**src/rtl/pcie4_cfg_mgmt_arb_pkg.sv**
```systemverilog
// pcie4_cfg_mgmt_arb_pkg: shared state encoding and width helpers for the cfg_mgmt arbiter
package pcie4_cfg_mgmt_arb_pkg;
  typedef enum logic [1:0] {IDLE, ISSUE, DONE, GAP} arb_state_t;
  localparam int ARB_DEF_DATA_WIDTH = 32;
  localparam int ARB_DEF_BE_WIDTH = ARB_DEF_DATA_WIDTH / 8;
  localparam logic [ARB_DEF_DATA_WIDTH-1:0] ARB_ERR_DATA = '1;
  function automatic int be_width(input int dw);
    return dw / 8;
  endfunction
endpackage

```
**src/rtl/pcie4_cfg_mgmt_arbiter_rr_arbiter.sv**
```systemverilog
// rr_arbiter: combinational round-robin pick starting one past the last winner
module rr_arbiter #(
  parameter int N = 2,
  localparam int IW = (N > 1) ? $clog2(N) : 1
) (
  input  logic [N-1:0]  req,
  input  logic [IW-1:0] last,
  output logic [N-1:0]  gnt,
  output logic [IW-1:0] gnt_idx,
  output logic          any
);
  logic [IW-1:0] idx;
  always_comb begin
    gnt = '0;
    gnt_idx = '0;
    any = 1'b0;
    idx = '0;
    for (int k = 1; k <= N; k++) begin
      idx = IW'((int'(last) + k) % N);
      if (!any && req[idx]) begin
        gnt[idx] = 1'b1;
        gnt_idx = idx;
        any = 1'b1;
      end
    end
  end
endmodule

```
**src/rtl/pcie4_cfg_mgmt_arbiter.sv**
```systemverilog
// pcie4_cfg_mgmt_arbiter: round-robin sharing of one cfg_mgmt master among C_NUM_REQ requesters.
// Define PCIE4_CFG_MGMT_ARB_TIMEOUT_EN to add a completion timeout of C_TIMEOUT_CYCLES.
module pcie4_cfg_mgmt_arbiter
  import pcie4_cfg_mgmt_arb_pkg::*;
#(
  parameter int C_NUM_REQ = 2,
  parameter int C_ADDR_WIDTH = 10,
  parameter int C_DATA_WIDTH = 32,
  parameter int C_FUNCTION_NUMBER_WIDTH = 8,
  parameter int C_TIMEOUT_CYCLES = 1024
) (
  input  logic                                     aclk,
  input  logic                                     areset,
  input  logic [C_NUM_REQ*C_ADDR_WIDTH-1:0]        s_addr,
  input  logic [C_NUM_REQ-1:0]                     s_write_en,
  input  logic [C_NUM_REQ*C_DATA_WIDTH-1:0]        s_write_data,
  input  logic [C_NUM_REQ*(C_DATA_WIDTH/8)-1:0]    s_byte_en,
  input  logic [C_NUM_REQ-1:0]                     s_read_en,
  input  logic [C_NUM_REQ*C_FUNCTION_NUMBER_WIDTH-1:0] s_function_number,
  input  logic [C_NUM_REQ-1:0]                     s_debug_access,
  output logic [C_DATA_WIDTH-1:0]                  s_read_data,
  output logic [C_NUM_REQ-1:0]                     s_read_write_done,
  output logic [C_NUM_REQ-1:0]                     s_error,
  output logic [C_ADDR_WIDTH-1:0]                  m_addr,
  output logic                                     m_write_en,
  output logic [C_DATA_WIDTH-1:0]                  m_write_data,
  output logic [C_DATA_WIDTH/8-1:0]                m_byte_en,
  output logic                                     m_read_en,
  output logic [C_FUNCTION_NUMBER_WIDTH-1:0]       m_function_number,
  output logic                                     m_debug_access,
  input  logic [C_DATA_WIDTH-1:0]                  m_read_data,
  input  logic                                     m_read_write_done,
  output logic [C_NUM_REQ-1:0]                     grant
);
  localparam int N = C_NUM_REQ;
  localparam int AW = C_ADDR_WIDTH;
  localparam int DW = C_DATA_WIDTH;
  localparam int FW = C_FUNCTION_NUMBER_WIDTH;
  localparam int BW = be_width(C_DATA_WIDTH);
  localparam int IW = (N > 1) ? $clog2(N) : 1;
  if (C_NUM_REQ < 1 || C_NUM_REQ > 8 || C_TIMEOUT_CYCLES < 2) begin : g_bad_param
    $error("pcie4_cfg_mgmt_arbiter: parameter out of range");
  end
  arb_state_t state_q, state_d;
  logic [N-1:0] req, win, grant_q, grant_d, done_q, done_d;
  logic [IW-1:0] win_idx, own_q, own_d, last_q, last_d;
  logic win_any;
  logic [AW-1:0] addr_q, addr_d;
  logic [DW-1:0] wdata_q, wdata_d, rdata_q, rdata_d;
  logic [BW-1:0] be_q, be_d;
  logic [FW-1:0] fn_q, fn_d;
  logic we_q, we_d, re_q, re_d, dbg_q, dbg_d;
`ifdef PCIE4_CFG_MGMT_ARB_TIMEOUT_EN
  localparam int CW = $clog2(C_TIMEOUT_CYCLES + 1);
  logic [CW-1:0] cnt_q, cnt_d;
  logic [N-1:0] err_q, err_d;
  assign s_error = err_q;
`else
  assign s_error = '0;
`endif
  assign req = s_write_en | s_read_en;
  rr_arbiter #(.N(N)) u_rr (
    .req(req),
    .last(last_q),
    .gnt(win),
    .gnt_idx(win_idx),
    .any(win_any)
  );
  always_comb begin
    state_d = state_q;
    grant_d = grant_q;
    own_d = own_q;
    last_d = last_q;
    addr_d = addr_q;
    wdata_d = wdata_q;
    be_d = be_q;
    fn_d = fn_q;
    dbg_d = dbg_q;
    we_d = we_q;
    re_d = re_q;
    rdata_d = '0;
    done_d = '0;
`ifdef PCIE4_CFG_MGMT_ARB_TIMEOUT_EN
    err_d = '0;
    cnt_d = cnt_q + 1'b1;
`endif
    unique case (state_q)
      IDLE: if (win_any) begin
        state_d = ISSUE;
        grant_d = win;
        own_d = win_idx;
        addr_d = s_addr[int'(win_idx)*AW +: AW];
        wdata_d = s_write_data[int'(win_idx)*DW +: DW];
        be_d = s_byte_en[int'(win_idx)*BW +: BW];
        fn_d = s_function_number[int'(win_idx)*FW +: FW];
        dbg_d = s_debug_access[win_idx];
        we_d = s_write_en[win_idx];
        re_d = s_read_en[win_idx] & ~s_write_en[win_idx];
`ifdef PCIE4_CFG_MGMT_ARB_TIMEOUT_EN
        cnt_d = '0;
`endif
      end
      ISSUE: if (m_read_write_done) begin
        state_d = DONE;
        we_d = 1'b0;
        re_d = 1'b0;
        rdata_d = re_q ? m_read_data : '0;
        done_d = grant_q;
      end
`ifdef PCIE4_CFG_MGMT_ARB_TIMEOUT_EN
      else if (cnt_q == CW'(C_TIMEOUT_CYCLES - 1)) begin
        state_d = DONE;
        we_d = 1'b0;
        re_d = 1'b0;
        rdata_d = '1;
        done_d = grant_q;
        err_d = grant_q;
      end
`endif
      DONE: begin
        last_d = own_q;
        state_d = GAP;
      end
      default: begin
        grant_d = '0;
        state_d = IDLE;
      end
    endcase
  end
  always_ff @(posedge aclk) begin
    if (areset) begin
      state_q <= IDLE;
      grant_q <= '0;
      own_q <= '0;
      last_q <= IW'(N - 1);
      addr_q <= '0;
      wdata_q <= '0;
      be_q <= '0;
      fn_q <= '0;
      dbg_q <= 1'b0;
      we_q <= 1'b0;
      re_q <= 1'b0;
      rdata_q <= '0;
      done_q <= '0;
`ifdef PCIE4_CFG_MGMT_ARB_TIMEOUT_EN
      err_q <= '0;
      cnt_q <= '0;
`endif
    end else begin
      state_q <= state_d;
      grant_q <= grant_d;
      own_q <= own_d;
      last_q <= last_d;
      addr_q <= addr_d;
      wdata_q <= wdata_d;
      be_q <= be_d;
      fn_q <= fn_d;
      dbg_q <= dbg_d;
      we_q <= we_d;
      re_q <= re_d;
      rdata_q <= rdata_d;
      done_q <= done_d;
`ifdef PCIE4_CFG_MGMT_ARB_TIMEOUT_EN
      err_q <= err_d;
      cnt_q <= cnt_d;
`endif
    end
  end
  assign s_read_data = rdata_q;
  assign s_read_write_done = done_q;
  assign grant = grant_q;
  assign m_addr = addr_q;
  assign m_write_en = we_q;
  assign m_read_en = re_q;
  assign m_write_data = wdata_q;
  assign m_byte_en = be_q;
  assign m_function_number = fn_q;
  assign m_debug_access = dbg_q;
endmodule

```
**config.mk**
```make
export PLATFORM = sky130hd
export DESIGN_NAME = pcie4_cfg_mgmt_arbiter
export DESIGN_NICKNAME = d
export VERILOG_FILES = /design/src/rtl/pcie4_cfg_mgmt_arb_pkg.sv /design/src/rtl/pcie4_cfg_mgmt_arbiter_rr_arbiter.sv /design/src/rtl/pcie4_cfg_mgmt_arbiter.sv
export SDC_FILE = /design/constraint.sdc
export NUM_CORES = 1
export LEC_CHECK = 0
export ABC_AREA = 1
export BUFFER_PORTS_ARGS = -buffer_cell sky130_fd_sc_hd__buf_2
export CAP_MARGIN = 0
export CORE_MARGIN = 8
export CORE_UTILIZATION = 45
export DETAILED_ROUTE_END_ITERATION = 8
export PLACE_DENSITY = 0.91
export SYNTH_ARGS = -nofsm -noshare
export SYNTH_HDL_FRONTEND = slang
export SYNTH_SLANG_ARGS = --single-unit
```
**constraint.sdc**
```tcl
create_clock -name aclk -period 1.5 [get_ports aclk]
set_clock_uncertainty 0.15 [all_clocks]
set_input_delay 0.075 -clock aclk [delete_from_list [all_inputs] [get_ports aclk]]
set_output_delay 0.075 -clock aclk [all_outputs]
set_load 0.03 [all_outputs]
```
# == After elaboration in Yosys (flattened, before gate mapping) ==
# Cells that the tools add are included.
# classes
addsub,2
mul,1
order_cmp,5
eq_ne,4
n_shift,4
n_mux,30
bitwise,8
n_reduce_logical,13
# ops
cell,n
$shiftx 64x7->32,1
$shiftx 20x6->10,1
$mux 1,19
$shiftx 16x5->8,1
$mux 2,5
$shiftx 8x4->4,1
$lt 1x2->1 const B,3
$pmux 2 s3,1
$reduce_and 2->1,3
$not 1->1,5
$mul 1x3->4 const B,1
$or 2x2->2,2
$pmux 1 s2,2
$pmux 2 s2,1
$reduce_or 4->1,1
$logic_and 1x1->1,3
$reduce_and 3->1,1
$reduce_or 3->1,1
$add 1x1->1 const B,2
$demux 1 s1,2
$eq 2x1->1 const B,1
$eq 2x2->1 const B,1
$ge 1x1->1 const B,2
$logic_not 2->1,1
6 further kinds,6
# word_totals
regBits,97
in_bits,149
output_inout_bits,95
word_cells,80

# == Logic depth before layout (Yosys ltp) ==
# logic_depth
ltp_word,13
ltp_mapped,9

# == Modules after synthesis ==
# From an unflattened synthesis, not the netlist that was laid out.
# hier_totals
cells_unflattened,547
hier_area_um2,4195.3
# modules_own_cells
mod,instances,cells_each,area_per_inst_um2
pcie4_cfg_mgmt_arbiter,1,540,4165.2
rr_arbiter,1,7,30.0

# == Least setup slack after synthesis ==
# OpenSTA, ideal clock, no wires.
# synth_timing
path_type,register -> register
from,reg state_q[0]
to,"reg addr_q[0], in the netlist m_addr[0]"
arrival_time_ps,1186
t_required_ps,1280
slack_ps,93
stages_incl_launch_ff,8
synth_period_minus_slack_ps,1407
path_cell_list,dfxtp_1 > inv_1 > ha_1 > nand2_2 > inv_2 > buf_6 > nand3_1 > a21oi_1
# synth_via
elab_chain_cells,2
# synth_rtl
element,line,source
start: declaration,pcie4_cfg_mgmt_arbiter.sv:44,"arb_state_t state_q, state_d;"
start signal: assignment,pcie4_cfg_mgmt_arbiter.sv:150,state_q <= state_d;
$logic_not 2->1,pcie4_cfg_mgmt_arbiter.sv:87,unique case (state_q)
$reduce_and 2->1 (no source line),-,
end signal: assignment,pcie4_cfg_mgmt_arbiter.sv:154,addr_q <= addr_d;
end: declaration,pcie4_cfg_mgmt_arbiter.sv:48,"logic [AW-1:0] addr_q, addr_d;"
# Every way passes these cells.
# A chain may end at the register's enable or synchronous reset.

# == Final worst setup path ==
# layout_timing
from,reg state_q[1]
to,"reg rdata_q[11], in the netlist s_read_data[11]"
# layout_via
elab_chain_cells,3
# layout_rtl
element,line,source
$eq 2x1->1,pcie4_cfg_mgmt_arbiter.sv:87,
$not 1->1 (no source line),-,
$reduce_or 4->1 (no source line),-,
end signal: assignment,pcie4_cfg_mgmt_arbiter.sv:161,rdata_q <= rdata_d;
end: declaration,pcie4_cfg_mgmt_arbiter.sv:49,"logic [DW-1:0] wdata_q, wdata_d, rdata_q, rdata_d;"
# Every way passes these cells.

==> flow_metrics.env <==
export IMPL_synth_cell_area_mm2=0.00440
export IMPL_outcome="finished, violations left"
export IMPL_gp_congestion=0.833
export IMPL_numCtsBuffers=9
export IMPL_synth_seq_cells=97
export IMPL_multi_input_area_mm2=0.00169
export IMPL_die_width_um=115
export IMPL_grt_start_max_net_pins=52
export IMPL_timing_hold_ws_ns=0.0732
export IMPL_cts_sinks=97
export IMPL_hp_start="s_read_en[0]"
export IMPL_layoutNonFillerInstCount=1179
export IMPL_setup_ws_ns=-0.0253
export IMPL_arrival_ns=1.68
export IMPL_nNetsFinal=1184
export IMPL_drcViolationCount=0
export IMPL_core_mm2=0.00964
export IMPL_hp_class="in2reg"
export IMPL_violations="setup timing"
export IMPL_static_leakage_power_nw=4.26
export IMPL_synth_top_family_by_area="simple AND/OR/NAND/NOR gates"
export IMPL_yosys_area_share_simple_pct=28.0
export IMPL_fin_crit_ns=1.53
export IMPL_worstSetupPathType="reg2reg"
export IMPL_cp_end_kind="register"
export IMPL_grt_overflow=0
export IMPL_grtUsageTotal_pct=29.4
export IMPL_cp_top_family="buffers and inverters"
export IMPL_cp_cell_sequence="inv_4 > ha_2 > buf_4 > nand4_1 > buf_6 > clkbuf_16 > nor2_1"
export IMPL_drt_iter0_markers=717
export IMPL_dr_total_vias=5968
export IMPL_cts_buffer_depth=2
export IMPL_avgSynthCellArea_um2=6.77
export IMPL_drv_cap=0
export IMPL_antenna_found_initial=7
export IMPL_tns_ns=-0.0873
export IMPL_synth_mux_area_share_pct=0
export IMPL_worst_path_largest_cell_delay_ns=0.36
export IMPL_cts_tree="yes"
export IMPL_hpwl_um=10300
export IMPL_critPathRequiredTime_ns=1.65
export IMPL_slowest_stage="dfxtp_2"
export IMPL_final_cell_mix="241 x buf_2, 153 x inv_1, 146 x dlygate4sd3_1"
export IMPL_clock_latency_ns=0.36
export IMPL_path_clk_slew_ns=0.11
export IMPL_drive_gt1_share_pct=28.9
export IMPL_synth_cell_types=19
export IMPL_root_buffer="clkbuf_8"
export IMPL_rows=36
export IMPL_postRouteAntennaNets=0
export IMPL_yosysWarningCount=0
export IMPL_cp_start_kind="register"
export IMPL_synth_cells=651
export IMPL_critPathBufInv=4
export IMPL_die_area_mm2=0.0132
export IMPL_vdd_ir_drop_max_uv=1090
export IMPL_grt_pass1_wl_um=30500
export IMPL_drt_pass1_iterations=7
export IMPL_finalCritPeriodShare_pct=102
export IMPL_grt_pass1_vias=5964
export IMPL_worstPathMaxFanout=16
export IMPL_wl_um=21100
export IMPL_via_per_inst=5.06
export IMPL_synthToLayoutAreaGrowth_pct=73.9
export IMPL_synth_xor_area_share_pct=0
export IMPL_ios=244
export IMPL_place_ws_ns=0.0129
export IMPL_io_buffers=241
export IMPL_crit_path_start="state_q[1]$_SDFFE_PP0P_"
export IMPL_synth_adder_area_share_pct=0.852
export IMPL_fillers=582
export IMPL_routedWlPerCell_um=17.9
export IMPL_final_util_pct=79.5
export IMPL_yosysSeqAreaShare_pct=44.1
export IMPL_timing_rr_start="state_q[1]$_SDFFE_PP0P_"
export IMPL_setup_viol=11
export IMPL_slew_viol_final=0
export IMPL_dp_cells=1001
export IMPL_htreeDepth=3
export IMPL_seq_area_mm2=0.00194
export IMPL_rsz0062_at_grt="true"
export IMPL_dieHeight_um=115
export IMPL_fmax_mhz=656
export IMPL_final_common_cell="buf_2"
export IMPL_synth_compound_area_share_pct=7.59
export IMPL_cellPowerDensity_mw_per_mm2=1500
export IMPL_start_util_pct=45.7
export IMPL_finalHoldViolations=0
per-layer routing:
layer  routed length (um)  GRT usage [%]  vias to the layer above  share of wire [%]
met1                 7380           30.2                     2684                 35
met4                 1460           22.3                        0                6.9
li1                     -              -                     2719                  -
met5                    0              0                        -                  0
met3                 1870           7.83                      126                8.9
met2                10400           50.6                      439                 49
worst min-delay path, cell delays in order:
cell,delay (ns)
buf_2,0.14
nor2_4,0.14
nor2_1,0.05
nand4_1,0.08
a21oi_1,0.06
layout make-up:
cell class              instances  area share, %
well taps                     133           2.17
diodes                          9          0.294
flip-flops and latches         97           25.4
inverters                     156           7.78
multi-input cells             358           22.1
repair buffers                410           39.6
clock inverters                 6          0.980
clock buffers                  10           1.67
power breakdown:
part	internal (mW)	switching (mW)	total, mW
registers	3.18	0.380	3.56
logic	2.29	3.83	6.12
clock network	0.796	0.986	1.78
total	6.27	5.20	11.5
cells in the mapped netlist (all sizes together):
cell | number | area, um2
o21ai | 3 | 18.8
a21oi | 63 | 315
nand2 | 131 | 494
inv | 156 | 586
ha | 3 | 37.5
buf | 30 | 228
nand3 | 114 | 571
nor2 | 39 | 149
dfxtp | 97 | 1940
nand4 | 2 | 12.5
conb | 1 | 3.75
or2 | 1 | 6.26
clkbuf | 11 | 41.3
metrics by stage:
step | total power [mW] | area (um2)
2_1_floorplan | 6.98 | 4410
6_report | 11.5 | 7660
5_1_grt | 12.0 | 7650
4_1_cts | 10.4 | 7390
3_3_place_gp | 8.26 | 5720
3_5_place_dp | 8.34 | 5720
final timing paths:
path | to | slack (ns) | depth (start not counted)
setup / recovery | s_read_data[11]$_SDFF_PP0_ | -0.03 | 7
hold / removal | grant[0]$_SDFFE_PP0P_ | 0.07 | 5
setup reg to reg | s_read_data[11]$_SDFF_PP0_ | -0.03 | 7
hold reg to reg | m_write_data[4]$_SDFFE_PP0P_ | 0.32 | 2
cell families (layout without fill, tap and decap cells):
logic type      after synthesis  after routing
buf+inv                     197            582
fa+ha+maj                     3              3
flops                        97             97
other cells                   1             11
simple gates                287            287
compound gates               66             66
sequential cells by signal, indices dropped and copies added, names as in the netlist:
register,cells
m_write_data,32
s_read_data,32
m_addr,10
m_function_number,8
m_byte_en,4
grant,2
s_read_write_done,2
state_q,2
last_q,1
m_debug_access,1
m_read_en,1
m_write_en,1
own_q,1
repair_timing:
action                                  4_1_cts  5_1_grt
gates resized for setup                       2       27
hold buffers                                146        0
hold endpoints to repair                     96        0
pin swaps                                     0        3
endpoints found under the setup margin        2       91
buffers inserted                              0        1
cloned                                        0        6
Note: power is estimated with default switching activity, not from simulation.
